File: config.mk
export PLATFORM = sky130hd
export DESIGN_NAME = bp_sndcmd_tx
export DESIGN_NICKNAME = d
export VERILOG_FILES = /design/src/rtl/bp_snd_pkg.sv /design/src/rtl/bp_sndcmd_fifo.sv /design/src/rtl/bp_sndcmd_tx.sv
export SDC_FILE = /design/constraint.sdc
export NUM_CORES = 1
export LEC_CHECK = 0
export CORE_MARGIN = 3
export CORE_UTILIZATION = 51
export CTS_CLUSTER_DIAMETER = 40
export DETAILED_ROUTE_END_ITERATION = 6
export PLACE_DENSITY_LB_ADDON = 0.05
export SYNTH_ARGS = -nofsm -noshare
export SYNTH_HDL_FRONTEND = slang
export SYNTH_SLANG_ARGS = --single-unit
File: constraint.sdc
create_clock -name clk_49m -period 3.9 [get_ports clk_49m]
set_input_delay 0.39 -clock clk_49m [delete_from_list [all_inputs] [get_ports clk_49m]]
set_output_delay 0.39 -clock clk_49m [all_outputs]
set_load 0.1 [all_outputs]
File: src/rtl/bp_snd_pkg.sv
// Shared definitions for the sound-command transmitter: FSM states,
// bus decode constants and default queue/holdoff sizing.
package bp_snd_pkg;

   localparam int SNDCMD_DEPTH   = 4;
   localparam int SNDCMD_HOLDOFF = 64;

   localparam logic [3:0] SNDCMD_ADDR_HI = 4'hD;
   localparam logic [3:0] DIPRB_ADDR_HI  = 4'hC;
   localparam logic [1:0] DIPRB_ADDR_LO  = 2'b11;

   typedef enum logic [1:0] {
      ST_IDLE,
      ST_LOAD,
      ST_STROBE,
      ST_HOLD
   } snd_state_e;

endpackage

File: src/rtl/bp_sndcmd_fifo.sv
// Synchronous DEPTH x 8 command queue. A push while full is accepted only
// when a pop frees a slot in the same cycle; dout shows the head entry.
module bp_sndcmd_fifo #(
   parameter int DEPTH = 4
)(
   input  logic             clk_49m,
   input  logic             reset,
   input  logic             push,
   input  logic [7:0]       din,
   input  logic             pop,
   output logic [7:0]       dout,
   output logic             full,
   output logic             empty,
   output logic [DEPTH:0]   count
);
   localparam int             PW       = $clog2(DEPTH);
   localparam logic [DEPTH:0] FULL_CNT = (DEPTH+1)'(DEPTH);

   logic [7:0]    mem [DEPTH];
   logic [PW-1:0] wr_ptr;
   logic [PW-1:0] rd_ptr;
   logic          do_push;
   logic          do_pop;

   assign full    = (count == FULL_CNT);
   assign empty   = (count == '0);
   assign do_pop  = pop & ~empty;
   assign do_push = push & (~full | do_pop);
   assign dout    = mem[rd_ptr];

   // Storage array; contents are don't-care until written, so no reset.
   always_ff @(posedge clk_49m) begin
      if (do_push) mem[wr_ptr] <= din;
   end

   // Pointers wrap naturally at the power-of-two depth; count tracks occupancy.
   always_ff @(posedge clk_49m or posedge reset) begin
      if (reset) begin
         wr_ptr <= '0;
         rd_ptr <= '0;
         count  <= '0;
      end else begin
         if (do_push) wr_ptr <= wr_ptr + 1'b1;
         if (do_pop)  rd_ptr <= rd_ptr + 1'b1;
         case ({do_push, do_pop})
            2'b10:   count <= count + 1'b1;
            2'b01:   count <= count - 1'b1;
            default: ;
         endcase
      end
   end

endmodule

File: src/rtl/bp_sndcmd_tx.sv
// Main-CPU to sound-board command path: decodes writes to 0xDxxx into a
// queue, then paces them out as LOAD/STROBE/HOLD sequences. Also returns
// the sound board's DIP readback on reads of 0xCxx3.
module bp_sndcmd_tx
   import bp_snd_pkg::*;
#(
   parameter int DEPTH   = SNDCMD_DEPTH,
   parameter int HOLDOFF = SNDCMD_HOLDOFF
)(
   input  logic        clk_49m,
   input  logic        reset,
   input  logic        cen_1m25,
   input  logic [15:0] cpu_A,
   input  logic [7:0]  cpu_Dout,
   input  logic        n_mreq,
   input  logic        n_rd,
   input  logic        n_wr,
   input  logic        n_rfsh,
   input  logic [7:0]  dipsw_readback,
   output logic [7:0]  cpu_Din,
   output logic        dip_oe,
   output logic [7:0]  sound_cmd,
   output logic        sound_cmd_wr,
   output logic        overflow
);
   localparam logic [7:0] HOLD_LD = 8'(HOLDOFF);

   snd_state_e     state;
   snd_state_e     state_n;
   logic [7:0]     hold_cnt;
   logic           wr_dec;
   logic           rd_dec;
   logic           wr_dec_q;
   logic           armed;
   logic           wr_push;
   logic           pop;
   logic           fifo_full;
   logic           fifo_empty;
   logic [7:0]     fifo_dout;
   logic [DEPTH:0] occ_unused;
   logic           unused_addr;

   assign unused_addr = ^cpu_A[11:2];

   assign wr_dec = ~n_mreq & n_rfsh & ~n_wr & (cpu_A[15:12] == SNDCMD_ADDR_HI);
   assign rd_dec = ~n_mreq & n_rfsh & ~n_rd & (cpu_A[15:12] == DIPRB_ADDR_HI)
                 & (cpu_A[1:0] == DIPRB_ADDR_LO);

   assign dip_oe  = rd_dec;
   assign cpu_Din = rd_dec ? dipsw_readback : 8'hFF;

   // armed stays low for the first cycle after reset so a decode that is
   // already high at release is seen as "previously high" and never pushes.
   assign wr_push = wr_dec & ~wr_dec_q & armed;

   // Write-decode edge detector.
   always_ff @(posedge clk_49m or posedge reset) begin
      if (reset) begin
         wr_dec_q <= 1'b0;
         armed    <= 1'b0;
      end else begin
         wr_dec_q <= wr_dec;
         armed    <= 1'b1;
      end
   end

   bp_sndcmd_fifo #(.DEPTH(DEPTH)) u_fifo (
      .clk_49m (clk_49m),
      .reset   (reset),
      .push    (wr_push),
      .din     (cpu_Dout),
      .pop     (pop),
      .dout    (fifo_dout),
      .full    (fifo_full),
      .empty   (fifo_empty),
      .count   (occ_unused)
   );

   // Sticky drop flag: only a push that finds no free slot sets it.
   always_ff @(posedge clk_49m or posedge reset) begin
      if (reset)                             overflow <= 1'b0;
      else if (wr_push & fifo_full & ~pop)   overflow <= 1'b1;
   end

   // State, holdoff counter and the command byte latched at pop time.
   always_ff @(posedge clk_49m or posedge reset) begin
      if (reset) begin
         state     <= ST_IDLE;
         hold_cnt  <= '0;
         sound_cmd <= '0;
      end else begin
         state <= state_n;
         if (pop) sound_cmd <= fifo_dout;
         if (state == ST_STROBE)
            hold_cnt <= HOLD_LD;
         else if (state == ST_HOLD && cen_1m25 && hold_cnt != '0)
            hold_cnt <= hold_cnt - 1'b1;
      end
   end

   // Next-state and strobe; HOLD exits on the tick that takes the count to 0.
   always_comb begin
      state_n      = state;
      pop          = 1'b0;
      sound_cmd_wr = 1'b0;
      case (state)
         ST_IDLE: begin
            if (!fifo_empty) begin
               pop     = 1'b1;
               state_n = ST_LOAD;
            end
         end
         ST_LOAD:   state_n = ST_STROBE;
         ST_STROBE: begin
            sound_cmd_wr = 1'b1;
            state_n      = ST_HOLD;
         end
         ST_HOLD: begin
            if (hold_cnt == '0 || (cen_1m25 && hold_cnt == 8'd1))
               state_n = ST_IDLE;
         end
         default: state_n = ST_IDLE;
      endcase
   end

endmodule

After elaboration in Yosys (flattened, before gate mapping)

Memories as Yosys holds them, arrays and structs flattened. A register that Yosys moved wholly into a read port is not among the register bits.
Index checks and enable logic that the tools add are counted.

Muxes and demuxes: 12
Equal/unequal tests: 12
Bitwise operators: 20
Add/subtract/negate cells: 5
Reduce and logical (&&, ||, !) cells: 11

Operators by type and width:

| operator            | count |
|---|---|
| $mux 8              | 3 |
| $and 1x1->1         | 12 |
| $pmux 5 s2          | 1 |
| $eq 2x2->1 const B  | 4 |
| $eq 4x4->1 const B  | 2 |
| $eq 8x1->1 const B  | 1 |
| $logic_not 8->1     | 1 |
| $pmux 2 s4          | 1 |
| $reduce_bool 8->1   | 1 |
| $sub 8x1->8 const B | 1 |
| $not 1->1           | 7 |
| $add 5x1->5 const B | 1 |
| $eq 5x3->1 const B  | 1 |
| $logic_not 5->1     | 1 |
| $mux 1              | 5 |
| $sub 5x1->5 const B | 1 |
| $add 2x1->2 const B | 2 |
| $eq 2x1->1 const B  | 2 |
| $mux 2              | 2 |
| $reduce_bool 2->1   | 2 |
| $logic_and 1x1->1   | 3 |
| $logic_not 2->1     | 1 |
| $ne 2x1->1 const B  | 1 |
| $ne 2x2->1 const B  | 1 |
| 3 further kinds     | 3 |

Word-level logic and storage cells: 69
RAM bits: 32
Input bits: 39
Memories kept: 1
Output and inout port bits: 19
Register bits after elaboration: 22

Memories:

| memory     | depth | width | read ports | clocked after Yosys merged registers in | wr ports | RTL line             | source |
|---|---|---|---|---|---|---|---|
| u_fifo.mem | 4     | 8     | 1          | 1                                       | 1        | bp_sndcmd_fifo.sv:19 | `logic [7:0] mem [DEPTH];` |

Depth between registers and ports, before layout

Gate-level depths: netlist of the first run.

Depth after elaboration: 9
Gate-level depth with buffers: 14
Gate-level depth less buffers: 13

Hierarchy

A second synthesis of the first run with hierarchy kept.

Cell total of the unflattened synthesis: 227
Area, all modules: 3,017.9 sq um

Modules (own cells, without submodules):

| module         | area an instance (sq um) | cells an instance | times used | seq. area each (sq um) |
|---|---|---|---|---|
| bp_sndcmd_fifo | 1,866.8                  | 121               | 1          | 1,186.1 |
| bp_sndcmd_tx   | 1,151.1                  | 106               | 1          | 525.5 |

Worst setup path before layout of the first run

No wires, ideal clock.

Kind: input port to output port
From: input cpu_A[13]
To: output cpu_Din[0]
Slack: -1,009 ps
Data arrival time: 4,519 ps
Stages: 3
Path buffers: 0
Path through: nand4b_1 > nor3_1 > nand2b_1

Cells in the longest elaborated chain, start to end: 4

RTL lines:

| what               | RTL line           | source |
|---|---|---|
| start: declaration | bp_sndcmd_tx.sv:13 | `input logic [15:0] cpu_A,` |
| $eq 4x4->1         | bp_sndcmd_tx.sv:46 | `assign rd_dec = ~n_mreq & n_rfsh & ~n_rd & (cpu_A[15:12] == DIPRB_ADDR_HI)` |
| $and 1x1->1        | bp_sndcmd_tx.sv:46 |  |
| $and 1x1->1        | bp_sndcmd_tx.sv:47 | `& (cpu_A[1:0] == DIPRB_ADDR_LO);` |
| via dip_oe         | bp_sndcmd_tx.sv:21 | `output logic dip_oe,` |
| $mux 8             | bp_sndcmd_tx.sv:50 | `assign cpu_Din = rd_dec ? dipsw_readback : 8'hFF;` |
| end: declaration   | bp_sndcmd_tx.sv:20 | `output logic [7:0] cpu_Din,` |

The timed path passes the listed nets, and every way through them passes these cells.

Worst setup path in the final report of the first run

From: register u_fifo.count[0]
To: register u_fifo.count[4]

Cells in the longest elaborated chain, start to end: 8

RTL lines:

| what                                            | RTL line             | source |
|---|---|---|
| start: declaration                              | bp_sndcmd_fifo.sv:14 | `output logic [DEPTH:0] count` |
| start signal: assignment                        | bp_sndcmd_fifo.sv:46 | `2'b10: count <= count + 1'b1;` |
| start signal: assignment                        | bp_sndcmd_fifo.sv:47 | `2'b01: count <= count - 1'b1;` |
| $logic_not 5->1                                 | bp_sndcmd_fifo.sv:26 | `assign empty = (count == '0);` |
| $mux 1                                          | bp_sndcmd_tx.sv:108  | `if (!fifo_empty) begin` |
| $mux 1                                          | bp_sndcmd_tx.sv:106  | `case (state)` |
| $and 1x1->1                                     | bp_sndcmd_fifo.sv:27 | `assign do_pop = pop & ~empty;` |
| $or 1x1->1                                      | bp_sndcmd_fifo.sv:28 | `assign do_push = push & (~full \| do_pop);` |
| $and 1x1->1                                     | bp_sndcmd_fifo.sv:28 |  |
| $eq 2x1->1 or $eq 2x2->1 (tied branches)        | bp_sndcmd_fifo.sv:45 | `case ({do_push, do_pop})` |
| $pmux 5 s2 or $reduce_bool 2->1 (tied branches) | -                    |  |

Several ways; a longest one is shown, not always the timed one.
A chain may end at the register's enable or synchronous reset.

==> impl_metrics.csv, run 1 <==
group,metric,value,unit
status,status,"completed",
sta,clock_skew,7.04,ps
sta,timing.slew.headroom,0.348,
grt,antenna_found_initial,0,
placement,hpwl,3.74,mm
detailed_routing,firstDrtPassIters,5,
critical_path,path_max_fanout,8,
detailed_routing,vias,1819,
pwr,vdd_drop_max,0.579,mV
cells_and_area,area_delta_synth_final,25.6,%
clocking,cts.sinks,62,
clocking,postCtsHoldBufs,0,
critical_path,crit_chain,"nor4_1 -> nand3_1 -> and2_1 -> inv_1 -> ha_1 -> xor2_1 -> ha_1 -> or3b_2 -> o2111ai_1 -> a21oi_1 -> xor2_1",
placement,numPortBuffers,47,
detailed_routing,drt_iter0_drc,32,
logic_synthesis,yosys_most_used_dff,"edfxtp_1",
critical_path,arrival,3320,ps
critical_path,worst-path-buf-inv,1,
logic_synthesis,yosysSeqAreaShare,0.595,
critical_path,required,4110,ps
grt,gr-total-overflow,0,
logic_synthesis,synth_edf_count,32,
clocking,cts-resized-gates,0,
critical_path,critPathCaptureType,"register",
clocking,cts_tree,"done",
logic_synthesis,synth_common_cells,"edfxtp_1, dfrtp_1, ha_1, inv_1, nor2_1",
clocking,clk_pin_slew,70,ps
detailed_routing,drc,0,
grt,grt_pass1_vias,1830,
sta,setup_tns,0,ps
cells_and_area,drive_gt1_frac,0.193,
floorplan,dieArea,6580,µm²
clocking,cts.path.max_buffers,2,
logic_synthesis,synth.avg_cell_area,14.0,µm²
pwr,power_density,767,nW/µm²
logic_synthesis,synth_top_cell_by_area,"edfxtp_1",
logic_synthesis,syn-num-nets,258,
logic_synthesis,synthArstFlopShare,0.484,
critical_path,slowest_delay,460,ps
critical_path,start_kind,"register",
logic_synthesis,yosys-top-cells-area,"edfxtp_1, dfrtp_1, mux4_2",
logic_synthesis,syn_inst,205,
floorplan,initial_core_util,0.546,
placement,place_area,3420,µm²
sta,setup_viol,0,
sta,fin_crit,3110,ps
cells_and_area,finalInstanceArea,3610,µm²
sta,fmax,322,MHz
cells_and_area,diodes,0,
critical_path,crit_family,"simple AND/OR/NAND/NOR gates",
detailed_routing,wl_per_cell,15.8,µm
grt,grt_max_degree,25,
pwr,p_leak,1.42,nW
cells_and_area,fin_util,0.685,
flow_run,maxCapViolCount,0,
logic_synthesis,yosysTopAreaCellShare,0.334,
logic_synthesis,ys_seq_elements,62,
logic_synthesis,yosys.cell_types.count,44,
floorplan,die_h,81.1,µm
hold_path,hold_class,"register to register",
logic_synthesis,post-synth-top-count-cell,"edfxtp_1",
detailed_routing,vias_per_cell,5.45,
sta,maxSlewViolCount,0,
placement,routabilityCongestion,0.720,
clocking,cts_buffers,9,
clocking,postCtsSetupBuffers,0,
placement,place_worst_setup_slack,618,ps
floorplan,placementRows,26,
detailed_routing,ant_nets,0,
grt,grt_use_total,0.185,
sta,rsz0062_at_grt,"false",
detailed_routing,routed_wl,5.29,mm
logic_synthesis,yosysWarnings,0,
sta,setup_slack,792,ps
clocking,clock_latency,330,ps
sta,post-route-period-util,0.797,
logic_synthesis,synth_area,2880,µm²
critical_path,worst_path_max_delay_cell,"dfrtp_1",
sta,hold_viol,0,
floorplan,die_w,81.1,µm
clocking,h-tree-depth,3,
cells_and_area,nets,312,
sta,worstMarginPinSlew,975,ps
critical_path,crit_type,"register to register",
clocking,cts-root-buf,"clkbuf_8",
floorplan,core_area,5270,µm²
grt,grt_pass1_wl,8.81,mm
floorplan,io_pins,58,
==> registers in the layout (all words and copies together), names as in the netlist <==
register and flops:
hold_cnt 8, state 2, u_fifo.wr_ptr 2, sound_cmd 8, wr_dec_q 1, armed 1
u_fifo.rd_ptr 2, overflow 1, u_fifo.count 5, u_fifo.mem 32
==> path summary, 6_finish.rpt <==
path                            startpoint               end  slack, ps  cells past startpoint
min reg2reg                       overflow          overflow        480                      1
max in group asynchronous            reset  u_fifo.wr_ptr[0]       2670                      3
max reg2reg                u_fifo.count[0]   u_fifo.count[4]        790                     11
max                        u_fifo.count[0]   u_fifo.count[4]        790                     11
min in group asynchronous            reset   u_fifo.count[3]        570                      2
min                               overflow          overflow        480                      1
==> final cells by class <==
type,instances,area [µm²]
multi-input combinational,125,1100
fill,402,1660
clock inverter,7,72.6
sequential,62,1710
inverter,11,41.3
clock buffer,9,124
tap,70,87.6
timing repair buffer,50,475
==> stage by stage <==
step                      std cells  hold WS (ps)  power [mW]
after floorplan                 205           460        1.96
after global placement          318           453        2.20
after detailed placement        318           458        2.23
after CTS                       334           474        2.80
after global routing            334           480        2.94
final                           334           475        2.77
==> power breakdown <==
part	leakage, nW	switching [mW]	internal, mW
Sequential	0.650	0.173	0.819
Combinational	0.669	0.720	0.499
Clock	0.0976	0.262	0.297
Total	1.42	1.15	1.62
==> layout by cell type (no fill, tap or decap), types with 2 or more instances in the layout <==
cell type	netlist	routed
nand2_1	4	4
nor4_1	2	2
nand3_1	7	7
a211o_1	2	2
or3_1	3	3
mux2_2	9	9
nand2b_1	8	8
inv_6	0	2
a31o_2	2	2
clkdlybuf4s50_1	0	40
nor2b_1	2	2
a21o_1	2	2
mux2i_1	2	2
xnor2_1	6	6
nor2_1	10	10
nor3_1	5	4
edfxtp_1	32	32
xor2_1	7	7
o21ai_0	3	3
dfrtp_1	30	30
ha_1	14	14
clkbuf_8	0	9
inv_1	11	11
mux4_2	8	8
and3_1	4	4
buf_4	0	10
a21oi_1	7	7
==> cell families after synthesis <==
group,count (synthesis),share of synthesized area
flops,62,0.595
simple gates,55,0.111
compound gates,22,0.0574
mux,20,0.110
buf+inv,18,0.0244
fa+ha+maj,14,0.0609
xor+xnor,13,0.0396
other cells,1,0.00130
==> metal layers <==
layer,routed length [µm],share of wire,global-route usage,vias up
li1,-,-,-,868
met1,2350,0.45,0.225,887
met2,2540,0.48,0.309,57
met3,315,0.060,0.0488,7
met4,74,0.014,0.0828,0
met5,0,0,0,-
Note: power is estimated with default switching activity, not from simulation.
==> run 2, diff against run 1 <==
--- a/config.mk
+++ b/config.mk
@@ -6,7 +6,7 @@
 export NUM_CORES = 1
 export LEC_CHECK = 0
 export CORE_MARGIN = 3
-export CORE_UTILIZATION = 51
+export CORE_UTILIZATION = 46
 export CTS_CLUSTER_DIAMETER = 40
 export DETAILED_ROUTE_END_ITERATION = 6
 export PLACE_DENSITY_LB_ADDON = 0.05
==> constraint.sdc (replaced) <==
create_clock -name clk_49m -period 2.8 [get_ports clk_49m]
set_input_delay 0.28 -clock clk_49m [delete_from_list [all_inputs] [get_ports clk_49m]]
set_output_delay 0.28 -clock clk_49m [all_outputs]
set_load 0.1 [all_outputs]
==> run 2 against run 1 <==
  * Core utilization decreased by 6.3 points
  * Routed wire length decreased by 0.34%
  * Cell area increased by 3.3%
  * First-iteration DRC count increased by 88%
  * Critical path depth increased by 2
  * Count of clock-buffer cells in the layout unchanged
  * Sequential power increased by 38%
  * Fmax increased by 21%
  * Cell count increased by 4.2%
  * Highest routed layer unchanged
==> impl_metrics.csv, run 2 (same netlist as run 1, synthesis figures left out) <==
group,metric,value,unit
grt,grt_pass1_vias,1932,
clocking,h-tree-depth,3,
grt,grt_pass1_wl,9.05,mm
sta,timing.slew.headroom,0.522,
cells_and_area,drive_gt1_frac,0.278,
cells_and_area,finalInstanceArea,3730,µm²
placement,place_area,3480,µm²
grt,antenna_found_initial,0,
cells_and_area,fin_util,0.623,
placement,hpwl,3.59,mm
cells_and_area,nets,321,
pwr,power_density,1080,nW/µm²
detailed_routing,vias_per_cell,5.17,
grt,gr-total-overflow,0,
sta,setup_viol,0,
critical_path,arrival,2780,ps
cells_and_area,largest_reg_flops,32,
cells_and_area,nFillCells,470,
clocking,cts_tree,"done",
critical_path,critPathLaunch,"state[1]",
sta,worstMarginPinSlew,711,ps
detailed_routing,firstDrtPassIters,4,
grt,grt_max_degree,31,
detailed_routing,vias,1800,
critical_path,timing.reg2reg.setup_slack,240,ps
critical_path,critPathCaptureType,"register",
cells_and_area,largestRegisters,"u_fifo.mem: 32 flops, hold_cnt: 8 flops, sound_cmd: 8 flops",
critical_path,path_max_fanout,4,
detailed_routing,drc,0,
critical_path,required,3020,ps
floorplan,core_area,5990,µm²
critical_path,worstReg2RegStart,"state[1]",
placement,routabilityCongestion,0.788,
placement,place_worst_setup_slack,-72.5,ps
cells_and_area,regMostFlops,"u_fifo.mem",
floorplan,die_h,85.1,µm
sta,clock_skew,10.2,ps
clocking,cts.path.max_buffers,2,
critical_path,crit_type,"register to register",
sta,hold_viol,0,
clocking,cts_buffers,9,
cells_and_area,multiInputGateArea,1130,µm²
pwr,p_leak,1.50,nW
sta,post-route-period-util,0.914,
flow_run,maxCapViolCount,0,
clocking,cts-root-buf,"clkbuf_8",
hold_path,hold_class,"input port to async pin",
clocking,postCtsHoldBufs,0,
sta,fmax,391,MHz
cells_and_area,regArea,1710,µm²
cells_and_area,final_cell_mix,"edfxtp_1, dfrtp_1, buf_4",
cells_and_area,area_delta_synth_final,29.7,%
detailed_routing,wl_per_cell,15.1,µm
sta,fin_crit,2560,ps
cells_and_area,final_common_cell,"edfxtp_1",
sta,hold_slack,339,ps
critical_path,ff2ff_path_depth,13,
critical_path,crit_top_cell,"inv_1",
cells_and_area,diodes,0,
pwr,vdd_drop_max,0.890,mV
detailed_routing,ant_nets,0,
clocking,clk_pin_slew,70,ps
sta,setup_slack,240,ps
clocking,clock_latency,330,ps
floorplan,dieArea,7240,µm²
floorplan,die_w,85.1,µm
clocking,postCtsSetupBuffers,0,
status,status,"completed",
critical_path,crit_chain,"inv_1 -> ha_1 -> inv_1 -> nand3_1 -> and2_1 -> inv_1 -> ha_2 -> xor2_2 -> ha_1 -> or3b_2 -> o2111ai_1 -> a21oi_1 -> xor2_1",
sta,maxSlewViolCount,0,
grt,grt_use_total,0.164,
sta,rsz0062_at_grt,"false",
placement,numPortBuffers,47,
detailed_routing,routed_wl,5.27,mm
detailed_routing,drt_iter0_drc,60,
floorplan,placementRows,28,
floorplan,io_pins,58,
floorplan,initial_core_util,0.480,
critical_path,r2r_end,"u_fifo.count[4]",
critical_path,start_kind,"register",
critical_path,slowest_delay,440,ps
critical_path,worst_path_max_delay_cell,"or3b_2",
clocking,cts.sinks,62,
[run 2: changes by cell type in the layout (fill, tap and decap cells not counted), sizes merged]
cell	before	now
buf	10	31
bufinv	1	2
inv	13	15
clkdlybuf4s50	40	28
clkinv	3	0
[run 2: power breakdown]
part / leakage (nW) / switching (mW) / internal [mW]
Sequential: 0.650 / 0.231 / 1.14
Combinational: 0.734 / 1.05 / 0.728
Clock: 0.111 / 0.383 / 0.513
Total: 1.50 / 1.66 / 2.38
[run 2: final cells by class]
type                            count  share of cell area
Sequential cell                    62               0.459
Multi-Input combinational cell    125               0.303
Timing Repair Buffer               59               0.141
Clock buffer                        9              0.0332
Clock inverter                      7              0.0275
Tap cell                           75              0.0252
Inverter                           11              0.0111
[run 2: critical path, delay by kind of cell (launching register included)]
kind                     cells  cell delay [ps]
adder cells (fa/ha/maj)      3              580
AO/OA/AOI/OAI                2              220
buffers and inverters        3              240
XOR/XNOR                     2              290
AND/OR/NAND/NOR              3              710
flip-flops                   1              400
[run 2: worst max path at each step]
stage                 endpoint  slack, ps  cells after the start
2_1_floorplan  u_fifo.count[4]         40                     13
3_3_place_gp   u_fifo.count[4]         -4                     12
3_5_place_dp   u_fifo.count[4]        -70                     12
4_1_cts        u_fifo.count[4]         70                     11
5_1_grt        u_fifo.count[4]         10                     13
6_report       u_fifo.count[4]        240                     13
[run 2: timing repair]
action | in CTS | in global routing
endpoints found under the setup margin | 0 | 1
gates resized for setup | 0 | 4
hold endpoints to repair | 0 | 0
[run 2: through the flow]
| stage | power, mW | cells | setup TNS [ps] |
|---|---|---|---|
| 2_1_floorplan | 2.73 | 205 | 0 |
| 3_3_place_gp | 3.11 | 332 | -3.97 |
| 3_5_place_dp | 3.13 | 332 | -72.5 |
| 4_1_cts | 4.06 | 348 | 0 |
| 5_1_grt | 4.31 | 348 | 0 |
| 6_report | 4.04 | 348 | 0 |
[run 2: metal layers]
layer	part of all wire	global-route usage	routed length, µm	vias up
met5	0	0	0	-
met4	0.016	0.0734	82	0
met3	0.051	0.0495	270	7
met2	0.49	0.266	2570	43
met1	0.45	0.203	2350	865
li1	-	-	-	885
